$ cat src/rtl/eth_pkt_pkg.sv
// Shared types and default framing constants for the Ethernet packet control FSM.
package eth_pkt_pkg;

   typedef enum logic [2:0] {
      IDLE     = 3'd0,
      PREAMBLE = 3'd1,
      PAYLOAD  = 3'd2,
      STRIP    = 3'd3,
      DONE     = 3'd4,
      ERR      = 3'd5
   } state_e;

   localparam int         DEF_PRE_MIN   = 7;
   localparam logic [7:0] DEF_PRE_BYTE  = 8'h55;
   localparam logic [7:0] DEF_SFD_BYTE  = 8'hD5;
   localparam int         DEF_FCS_BYTES = 4;

   function automatic logic [3:0] sat_inc4(input logic [3:0] v);
      return (v == 4'hF) ? v : v + 4'd1;
   endfunction

endpackage

$ cat src/rtl/eth_preamble_det.sv
// Preamble run-length tracker: counts consecutive preamble bytes and flags a
// valid SFD or an aborted preamble.
module eth_preamble_det
   import eth_pkt_pkg::*;
#(
   parameter int         PRE_MIN  = DEF_PRE_MIN,
   parameter logic [7:0] PRE_BYTE = DEF_PRE_BYTE,
   parameter logic [7:0] SFD_BYTE = DEF_SFD_BYTE
) (
   input  logic       clk,
   input  logic       reset,
   input  logic       in_idle_i,
   input  logic       in_pre_i,
   input  logic       data_valid_i,
   input  logic [7:0] data_in_i,
   output logic       sfd_ok_o,
   output logic       pre_abort_o
);

   logic [3:0] pre_cnt_q;
   logic [3:0] pre_cnt_d;
   logic       is_pre_s;
   logic       is_sfd_s;

   assign is_pre_s = data_valid_i && (data_in_i == PRE_BYTE);
   assign is_sfd_s = data_valid_i && (data_in_i == SFD_BYTE);

   // Credit accrues only in IDLE/PREAMBLE, so bytes seen elsewhere never count.
   always_comb begin
      pre_cnt_d = 4'd0;
      if (in_idle_i && is_pre_s) begin
         pre_cnt_d = 4'd1;
      end else if (in_pre_i && is_pre_s) begin
         pre_cnt_d = sat_inc4(pre_cnt_q);
      end else begin
         pre_cnt_d = 4'd0;
      end
   end

   always_ff @(posedge clk) begin
      if (reset) begin
         pre_cnt_q <= 4'd0;
      end else begin
         pre_cnt_q <= pre_cnt_d;
      end
   end

   assign sfd_ok_o    = in_pre_i && is_sfd_s && (pre_cnt_q >= 4'(PRE_MIN));
   assign pre_abort_o = in_pre_i && !sfd_ok_o && !is_pre_s;

endmodule

$ cat src/rtl/eth_pkt_ctrl.sv
// Frame parser that drives the external byte/packet counter and reports
// good frames (FCS stripped from the length) or rejected ones.
module eth_pkt_ctrl
   import eth_pkt_pkg::*;
#(
   parameter int         PRE_MIN   = DEF_PRE_MIN,
   parameter logic [7:0] PRE_BYTE  = DEF_PRE_BYTE,
   parameter logic [7:0] SFD_BYTE  = DEF_SFD_BYTE,
   parameter int         FCS_BYTES = DEF_FCS_BYTES
) (
   input  logic       clk,
   input  logic       reset,
   input  logic       data_valid,
   input  logic [7:0] data_in,
   input  logic [7:0] count,
   input  logic [3:0] count0,
   output logic       load0,
   output logic       load1,
   output logic       load255,
   output logic       en,
   output logic       en_up,
   output logic       en_down,
   output logic       busy,
   output logic       pkt_done,
   output logic       pkt_err
);

   state_e     state_q;
   logic       oversize_q;
   logic       first_q;
   logic [3:0] strip_cnt_q;
   logic       sfd_ok_s;
   logic       pre_abort_s;
   logic       unused_count0_s;

   assign unused_count0_s = ^count0;

   eth_preamble_det #(
      .PRE_MIN  (PRE_MIN),
      .PRE_BYTE (PRE_BYTE),
      .SFD_BYTE (SFD_BYTE)
   ) u_pre (
      .clk          (clk),
      .reset        (reset),
      .in_idle_i    (state_q == IDLE),
      .in_pre_i     (state_q == PREAMBLE),
      .data_valid_i (data_valid),
      .data_in_i    (data_in),
      .sfd_ok_o     (sfd_ok_s),
      .pre_abort_o  (pre_abort_s)
   );

   // Frame sequencing; first_q distinguishes the first payload byte, which also
   // catches a zero-length payload whose stale count cannot be trusted.
   always_ff @(posedge clk) begin
      if (reset) begin
         state_q     <= IDLE;
         oversize_q  <= 1'b0;
         first_q     <= 1'b0;
         strip_cnt_q <= 4'd0;
      end else begin
         case (state_q)
            IDLE: begin
               if (data_valid && (data_in == PRE_BYTE)) begin
                  state_q <= PREAMBLE;
               end else begin
                  state_q <= IDLE;
               end
            end
            PREAMBLE: begin
               if (sfd_ok_s) begin
                  state_q    <= PAYLOAD;
                  oversize_q <= 1'b0;
                  first_q    <= 1'b1;
               end else if (pre_abort_s) begin
                  state_q <= IDLE;
               end else begin
                  state_q <= PREAMBLE;
               end
            end
            PAYLOAD: begin
               if (data_valid) begin
                  first_q <= 1'b0;
                  if (!first_q && (count == 8'hFF)) begin
                     oversize_q <= 1'b1;
                  end else begin
                     oversize_q <= oversize_q;
                  end
               end else if (oversize_q || first_q || (count <= 8'(FCS_BYTES))) begin
                  state_q <= ERR;
               end else begin
                  state_q     <= STRIP;
                  strip_cnt_q <= 4'd0;
               end
            end
            STRIP: begin
               strip_cnt_q <= strip_cnt_q + 4'd1;
               if (strip_cnt_q == 4'(FCS_BYTES - 1)) begin
                  state_q <= DONE;
               end else begin
                  state_q <= STRIP;
               end
            end
            DONE:    state_q <= IDLE;
            ERR:     state_q <= IDLE;
            default: state_q <= IDLE;
         endcase
      end
   end

   // Counter strobes decode from the registered state; the counter acts on the next edge.
   always_comb begin
      load0    = 1'b0;
      load1    = 1'b0;
      load255  = 1'b0;
      en       = 1'b0;
      en_up    = 1'b0;
      en_down  = 1'b0;
      pkt_done = 1'b0;
      pkt_err  = 1'b0;
      if (!reset) begin
         case (state_q)
            PAYLOAD: begin
               if (!data_valid) begin
                  en_up = 1'b0;
               end else if (first_q) begin
                  load1 = 1'b1;
               end else if (count == 8'hFF) begin
                  load255 = 1'b1;
               end else begin
                  en_up = 1'b1;
               end
            end
            STRIP: en_down = 1'b1;
            DONE: begin
               en       = 1'b1;
               pkt_done = 1'b1;
            end
            ERR: begin
               load0   = 1'b1;
               pkt_err = 1'b1;
            end
            default: en = 1'b0;
         endcase
      end else begin
         en = 1'b0;
      end
   end

   assign busy = !reset && (state_q != IDLE);

endmodule

$ cat config.mk
export PLATFORM = sky130hd
export DESIGN_NAME = eth_pkt_ctrl
export DESIGN_NICKNAME = d
export VERILOG_FILES = /design/src/rtl/eth_pkt_pkg.sv /design/src/rtl/eth_preamble_det.sv /design/src/rtl/eth_pkt_ctrl.sv
export SDC_FILE = /design/constraint.sdc
export NUM_CORES = 1
export LEC_CHECK = 0
export ABC_AREA = 1
export BUFFER_PORTS_ARGS = -buffer_cell sky130_fd_sc_hd__clkbuf_2
export CAP_MARGIN = 20
export CORE_MARGIN = 2
export CORE_UTILIZATION = 48
export CTS_CLUSTER_SIZE = 28
export DETAILED_ROUTE_END_ITERATION = 8
export PLACE_DENSITY_LB_ADDON = 0.1
export SYNTH_ARGS = -nofsm -noshare
export SYNTH_HDL_FRONTEND = slang
export SYNTH_SLANG_ARGS = --single-unit
$ cat constraint.sdc
create_clock -name clk -period 1.3 [get_ports clk]
set_input_delay 0.26 -clock clk [delete_from_list [all_inputs] [get_ports clk]]
set_output_delay 0.26 -clock clk [all_outputs]
set_load 0.01 [all_outputs]
==> results of run 1 <==
## state kept, by name, indices dropped and copies added (netlist names)
signal           count
strip_cnt_q          4
u_pre.pre_cnt_q      4
state_q              3
first_q              1
oversize_q           1
## Yosys cell counts, types with 2 or more instances
| master | instances |
|---|---|
| nor3_1 | 4 |
| xor2_1 | 2 |
| o21ai_0 | 2 |
| nand2_4 | 2 |
| nor2_1 | 13 |
| nand3_2 | 2 |
| ha_1 | 2 |
| nand2_1 | 33 |
| nor2_2 | 2 |
| buf_4 | 2 |
| dfxtp_1 | 13 |
| inv_1 | 21 |
| inv_2 | 2 |
| nor2_4 | 3 |
| nand3_1 | 12 |
| a21oi_1 | 9 |
| nand4_1 | 4 |
## metal layers
| metal | GRT usage | routed length (µm) |
|---|---|---|
| met5 | 0 | 0 |
| met4 | 0.05000 | 30 |
| met3 | 0.06154 | 98 |
| met2 | 0.3890 | 1194 |
| met1 | 0.2103 | 839 |
## final cells by class
cell class                      instances  area, µm²
Clock buffer                            4      26.28
Fill cell                             153      441.7
Inverter                               23      91.34
Multi-Input combinational cell         96      598.1
Sequential cell                        13      267.8
Tap cell                               25      31.28
Timing Repair Buffer                   44      270.3
## metrics by stage
step           utilization  hold slack, ns  instances
6_report            0.7442          0.3411        205
5_1_grt             0.7442          0.3472        205
4_1_cts             0.6986          0.3038        204
3_5_place_dp        0.6377          0.4778        192
3_3_place_gp        0.6377          0.4641        192
2_1_floorplan            -          0.4282        135
## worst register-to-register path, cell delays in order, from the launching register on
cell and delay (ns):
dfxtp_2 0.33, inv_2 0.07, buf_4 0.11, buf_6 0.10, nand3_2 0.09, nor2_2 0.13, nand3b_4 0.10, nand2_1 0.06
nand2_1 0.04, nand2_1 0.06, inv_1 0.04
## power by group
group | switching (mW) | internal [mW] | total (mW) | leakage, nW
clock | 0.134 | 0.119 | 0.253 | 0.0150
sequential | 0.000100 | 0.396 | 0.396 | 0.107
combinational | 0.0344 | 0.0300 | 0.0644 | 0.548
total | 0.168 | 0.545 | 0.713 | 0.670
## how the worst max path moves through the flow
stage	depth (start not counted)	to	start
6_report	8	load1	state_q[2]
2_1_floorplan	4	pkt_done	state_q[0]
3_3_place_gp	8	en_up	state_q[2]
4_1_cts	8	en_up	state_q[2]
3_5_place_dp	6	load255	count[2]
5_1_grt	8	en_up	state_q[2]
## cells by family after synthesis
group                    after synthesis  synth area share
AO/OA/AOI/OAI                         13           0.07790
AND/OR/NAND/NOR                       79            0.4589
adder cells (fa/ha/maj)                2           0.02832
flip-flops                            13            0.2946
buffers and inverters                 26            0.1204
XOR/XNOR                               2           0.01983
## repair_timing
action,CTS,global route
pin swaps,2,4
endpoints found under the setup margin,9,16
hold buffers,0,0
setup buffers,8,4
gates resized for setup,10,29
==> run_results.csv, run 1 <==
group,metric,value,unit
timing,tightest_slew,0.3704,ns
worst_setup_path,timing.rr.end,"oversize_q",
layout,final_cell_mix,"nand2_1, clkbuf_2, inv_1",
worst_setup_path,path_max_fanout,3,
layout,areaGrowthSynthToFinish,45.47,%
synthesis,ys_seq_area_frac,0.2946,
drt,avgRoutedWirePerCell,10.55,µm
drt,dr.pass1.iters,4,
worst_setup_path,cp_slowest_stage_delay,0.33,ns
clock_network,htreeDepth,1,
drt,viasPerCell,4.790,
worst_setup_path,crit_path_end_kind,"output port",
timing,fin_crit,1.594,ns
global_route,antenna_found_initial,0,
timing,clock_skew,0.003755,ns
timing,rsz0062_at_grt,"yes",
floorplan,core,1727,µm²
synthesis,netlist_area,883.3,µm²
synthesis,synth_edf_count,0,
worst_setup_path,cp_top_family,"simple AND/OR/NAND/NOR gates",
synthesis,synth_area_leader_cell,"dfxtp_1",
worst_setup_path,worstReg2RegStart,"state_q[2]",
place,numPortBuffers,27,
worst_setup_path,crit_path_start_kind,"flip-flop",
worst_setup_path,slowest_stage,"dfxtp_2",
floorplan,rows,15,
clock_network,clkTransAtPathRegs,0.07,ns
global_route,grt_pass1_vias,826,
synthesis,synth_seq_cells,13,
layout,fin_nets,206,
clock_network,insertion_delay,0.28,ns
drt,dr_total_vias,982,
worst_setup_path,rrSetupSlack,0.07,ns
power_and_ir_drop,power.leakage,0.6695,nW
min_path,min_delay_path_depth,2,
worst_setup_path,required,1.04,ns
clock_network,cts-root-to-sink-buffers,2,
min_path,hold_class,"in2reg",
worst_setup_path,worst-r2r-cell-count,10,
place,dpl_cell_area,1101,µm²
run,drv_cap,0,
worst_setup_path,cp.arrival,1.33,ns
global_route,grt_first_pass_wirelength,3.146,mm
synthesis,synth_cells,135,
synthesis,syn_area_per_cell,6.543,µm²
power_and_ir_drop,max-vdd-ir-drop,0.7277,mV
drt,drtAntennaViolNets,0,
worst_setup_path,cp_num_buf_inv,3,
floorplan,pin_count,32,
floorplan,die_w,46.90,µm
power_and_ir_drop,p_per_area,555.0,nW/µm²
synthesis,async_reset_ff_frac,0,
timing,period_share,1.226,
floorplan,start_util,0.5116,
run_status,outcome,"complete, but fails checks",
clock_network,clkSinkCount,13,
synthesis,ys_warn_count,0,
drt,routed_wl,2.163,mm
worst_setup_path,worst-setup-path-type,"reg2out",
place,dp_slack,0.002462,ns
timing,slew_violations,0,
synthesis,netlist.area_leader.share,0.2946,
place,place_congestion,0.7838,
worst_setup_path,path_cells,"inv_2, nand2_4, nor2_4, nand2_4, nor2_4, inv_2, nor2_1, buf_2",
clock_network,cts_made_buffers,3,
timing,slew-limit-headroom,0.7511,
timing,setup_violations,9,
run_status,violations,"setup timing",
synthesis,synth_cell_types,24,
place,post-dp-hpwl,1.507,mm
min_path,hold_end,"u_pre.pre_cnt_q[0]",
global_route,grt_overflow,0,
layout,final_common_cell,"nand2_1",
floorplan,die_h,46.90,µm
timing,setup_tns,-2.001,ns
min_path,hold_start,"reset",
timing,clock.fmax,627.5,MHz
timing,hold_viol,0,
layout,design_area,1285,µm²
floorplan,die_area,2200,µm²
layout,diodes,0,
timing,finalWorstSetupSlack,-0.2937,ns
clock_network,clockRootBuffer,"clkbuf_4",
synthesis,synthFlopType,"dfxtp_1",
power_and_ir_drop,power,0.7132,mW
drt,drtIter0Drc,7,
global_route,grt_max_degree,8,
global_route,grt_use_total,0.2019,
clock_network,cts_tree,"done",
drt,drc,0,
synthesis,ys_top_cells_by_area,"dfxtp_1, nand2_1, inv_1",
synthesis,syn-num-nets,160,
layout,final_layout_size_suffix_gt1_frac,0.4611,
Power figures use the tool's default switching activity.
==> run 2, diff against run 1 <==
--- a/config.mk
+++ b/config.mk
@@ -5,11 +5,10 @@
 export SDC_FILE = /design/constraint.sdc
 export NUM_CORES = 1
 export LEC_CHECK = 0
-export ABC_AREA = 1
 export BUFFER_PORTS_ARGS = -buffer_cell sky130_fd_sc_hd__clkbuf_2
-export CAP_MARGIN = 20
+export CAP_MARGIN = 40
 export CORE_MARGIN = 2
-export CORE_UTILIZATION = 48
+export CORE_UTILIZATION = 47
 export CTS_CLUSTER_SIZE = 28
 export DETAILED_ROUTE_END_ITERATION = 8
 export PLACE_DENSITY_LB_ADDON = 0.1
==> run 2 against run 1 <==
Compared with the run above:
- the run still ends with setup timing left
- synthesized area decreased by 3.1%
- sequential power about the same
- final cell count decreased by 4.9%
- hold slack got worse by 0.13 ns
- global-route usage rose by 4.7 points
- non-clock buffer count is 20 higher
- fmax rose by 0.93%
- design area grew 14%
- via count is 13% higher
- die area decreased by 0.98%
- core utilization increased by 10 points
- critical path type unchanged
- critical endpoint is now load255
- highest routed layer unchanged
==> run_results.csv, run 2 <==
group,metric,value,unit
timing,slew-limit-headroom,0.8000,
global_route,use_met3,0.04314,
power_and_ir_drop,clkPwrFrac,0.360,
synthesis,synthFlopType,"dfxtp_1",
clock_network,clkTransAtPathRegs,0.09,ns
synthesis,synth_cells,109,
timing,tightest_slew,0.2993,ns
global_route,grt_overflow,0,
floorplan,pin_count,32,
worst_setup_path,path_max_fanout,4,
global_route,grt_use_total,0.2488,
global_route,grt_first_pass_wirelength,3.864,mm
drt,dr_total_vias,1107,
power_and_ir_drop,power,0.7723,mW
synthesis,synth_top_cells_by_count,"nor2_1, dfxtp_1, nand2_1",
run,drv_cap,0,
layout,nFillCells,108,
power_and_ir_drop,p_int,0.5628,mW
drt,drc,0,
place,post-dp-hpwl,1.808,mm
synthesis,netlist_area,855.8,µm²
timing,hold_viol,0,
synthesis,ys_top_cells_by_area,"dfxtp_1, nor2_1, a21oi_1",
floorplan,core,1727,µm²
layout,areaGrowthSynthToFinish,70.61,%
power_and_ir_drop,swShare,0.2713,
floorplan,die_w,46.67,µm
synthesis,netlist.area_leader.share,0.3041,
global_route,gr-usage-met1,0.3224,
timing,fin_crit,1.579,ns
drt,drtIter0Drc,32,
timing,setup_violations,18,
layout,top_regs,"strip_cnt_q: 4 flops, u_pre.pre_cnt_q: 4 flops, state_q: 3 flops",
timing,finalWorstSetupSlack,-0.2790,ns
floorplan,die_area,2178,µm²
synthesis,yosys.cell_count.top_type,"nor2_1",
synthesis,syn_area_per_cell,7.852,µm²
global_route,grt_max_degree,13,
layout,multi_input_area,673.1,µm²
drt,dr.pass1.iters,4,
worst_setup_path,worst-setup-path-type,"reg2out",
power_and_ir_drop,pwr-share-comb,0.130,
layout,fin_nets,196,
synthesis,synth_area_leader_cell,"dfxtp_1",
drt,avgRoutedWirePerCell,14.37,µm
clock_network,htreeDepth,1,
global_route,antenna_found_initial,0,
run_status,outcome,"complete, but fails checks",
layout,final_cell_mix,"buf_4, clkbuf_2, nor2_1",
synthesis,synth_seq_cells,13,
clock_network,cts-root-to-sink-buffers,2,
synthesis,ys_seq_area_frac,0.3041,
power_and_ir_drop,p_sw,0.2095,mW
clock_network,cts_tree,"done",
min_path,hold_class,"in2reg",
clock_network,ctsHoldBuffers,0,
timing,clock_skew,0.002262,ns
global_route,grt_pass1_vias,939,
worst_setup_path,required,1.04,ns
place,place_congestion,0.7570,
worst_setup_path,cp.arrival,1.32,ns
global_route,use_met2,0.4306,
synthesis,syn-num-nets,134,
layout,diodes,0,
clock_network,clockRootBuffer,"clkbuf_4",
drt,drtAntennaViolNets,0,
place,dp_slack,-0.4023,ns
layout,final_layout_size_suffix_gt1_frac,0.5706,
floorplan,die_h,46.67,µm
clock_network,insertion_delay,0.29,ns
global_route,top_usage_layer,"met2",
timing,rsz0062_at_grt,"yes",
timing,slew_violations,0,
synthesis,synth_edf_count,0,
run_status,violations,"setup timing",
layout,final_common_cell,"buf_4",
power_and_ir_drop,p_seq_frac,0.510,
worst_setup_path,crit_path_start_kind,"flip-flop",
drt,viasPerCell,5.677,
worst_setup_path,crit_path_end_kind,"output port",
clock_network,cts_made_buffers,3,
synthesis,ys_warn_count,0,
power_and_ir_drop,max-vdd-ir-drop,0.4837,mV
timing,period_share,1.215,
place,numPortBuffers,27,
drt,routed_wl,2.802,mm
power_and_ir_drop,p_per_area,528.9,nW/µm²
synthesis,synth_cell_types,32,
floorplan,rows,15,
clock_network,clkSinkCount,13,
synthesis,async_reset_ff_frac,0,
timing,clock.fmax,633.3,MHz
floorplan,start_util,0.4957,
layout,ff_latch_area,271.5,µm²
power_and_ir_drop,power.leakage,0.6575,nW
## run 2: changes by cell type after synthesis, sizes merged, moves of 3 or more
cell,delta
nand2,-28
nor2b,+4
nand2b,+3
clkbuf,+4
nor2,-4
mux2i,+3
inv,-18
nand3,-10
and3,+3
a31oi,+4
or4,+3
a21oi,-4
## run 2: power by group through the flow
stage	sequential (mW)	clock (mW)	combinational [mW]
final	0.394	0.278	0.101
after global routing	0.394	0.275	0.110
after CTS	0.396	0.258	0.0937
after detailed placement	0.407	0	0.0868
after global placement	0.407	0	0.0841
after floorplan	0.407	0	0.0339
## run 2: metal layers
layer  part of all wire  vias up
met5                  0        -
met4              0.024        0
met3              0.085       10
met2               0.48       72
met1               0.41      501
li1                   -      524
## run 2: timing repair
item | 4_1_cts | 5_1_grt
buffers inserted | 5 | 5
gates resized for setup | 23 | 19
cloned | 0 | 0
pin swaps | 11 | 5
setup endpoints to repair | 20 | 21
## run 2: critical path, stage by stage, from the launching register on
cell	delay [ns]
dfxtp_2	0.36
nor3b_4	0.26
nand3_2	0.11
nand2b_4	0.15
inv_2	0.05
buf_6	0.09
## run 2: logic make-up after synthesis
family	count (synthesis)	synth area share
muxes	3	0.03509
AOI/OAI and AO/OA	24	0.2061
buffers and inverters	12	0.06578
adders and majority gates	2	0.02924
DFF	13	0.3041
xor gates and xnor gates	1	0.01024
and+or+nand+nor	54	0.3494
## run 2: worst paths after layout
path	to	slack (ns)	start	cells after the start
setup / recovery	load255	-0.28	state_q[2]	5
setup reg to reg	first_q	-0.13	state_q[1]	3
hold / removal	u_pre.pre_cnt_q[0]	0.21	data_in[7]	2
hold reg to reg	first_q	0.55	first_q	2
## run 2: cell type report
class | instances | share of cell area
clock buffer | 4 | 0.01799
tap | 25 | 0.02142
multi-input combinational | 84 | 0.4610
sequential | 13 | 0.1859
timing repair buffer | 64 | 0.3008
inverter | 5 | 0.01285
## run 2: metrics by stage
step	utilization	setup TNS (ns)	cells	hold slack, ns	instance area (µm²)
global route	0.8457	-3.672	195	0.2289	1460
floorplan	-	-1.180	109	0.3367	878.3
finish	0.8457	-2.550	195	0.2119	1460
global placement	0.6978	-2.501	181	0.4874	1205
detailed placement	0.6978	-2.975	181	0.5017	1205
CTS	0.7812	-2.051	190	0.2029	1349
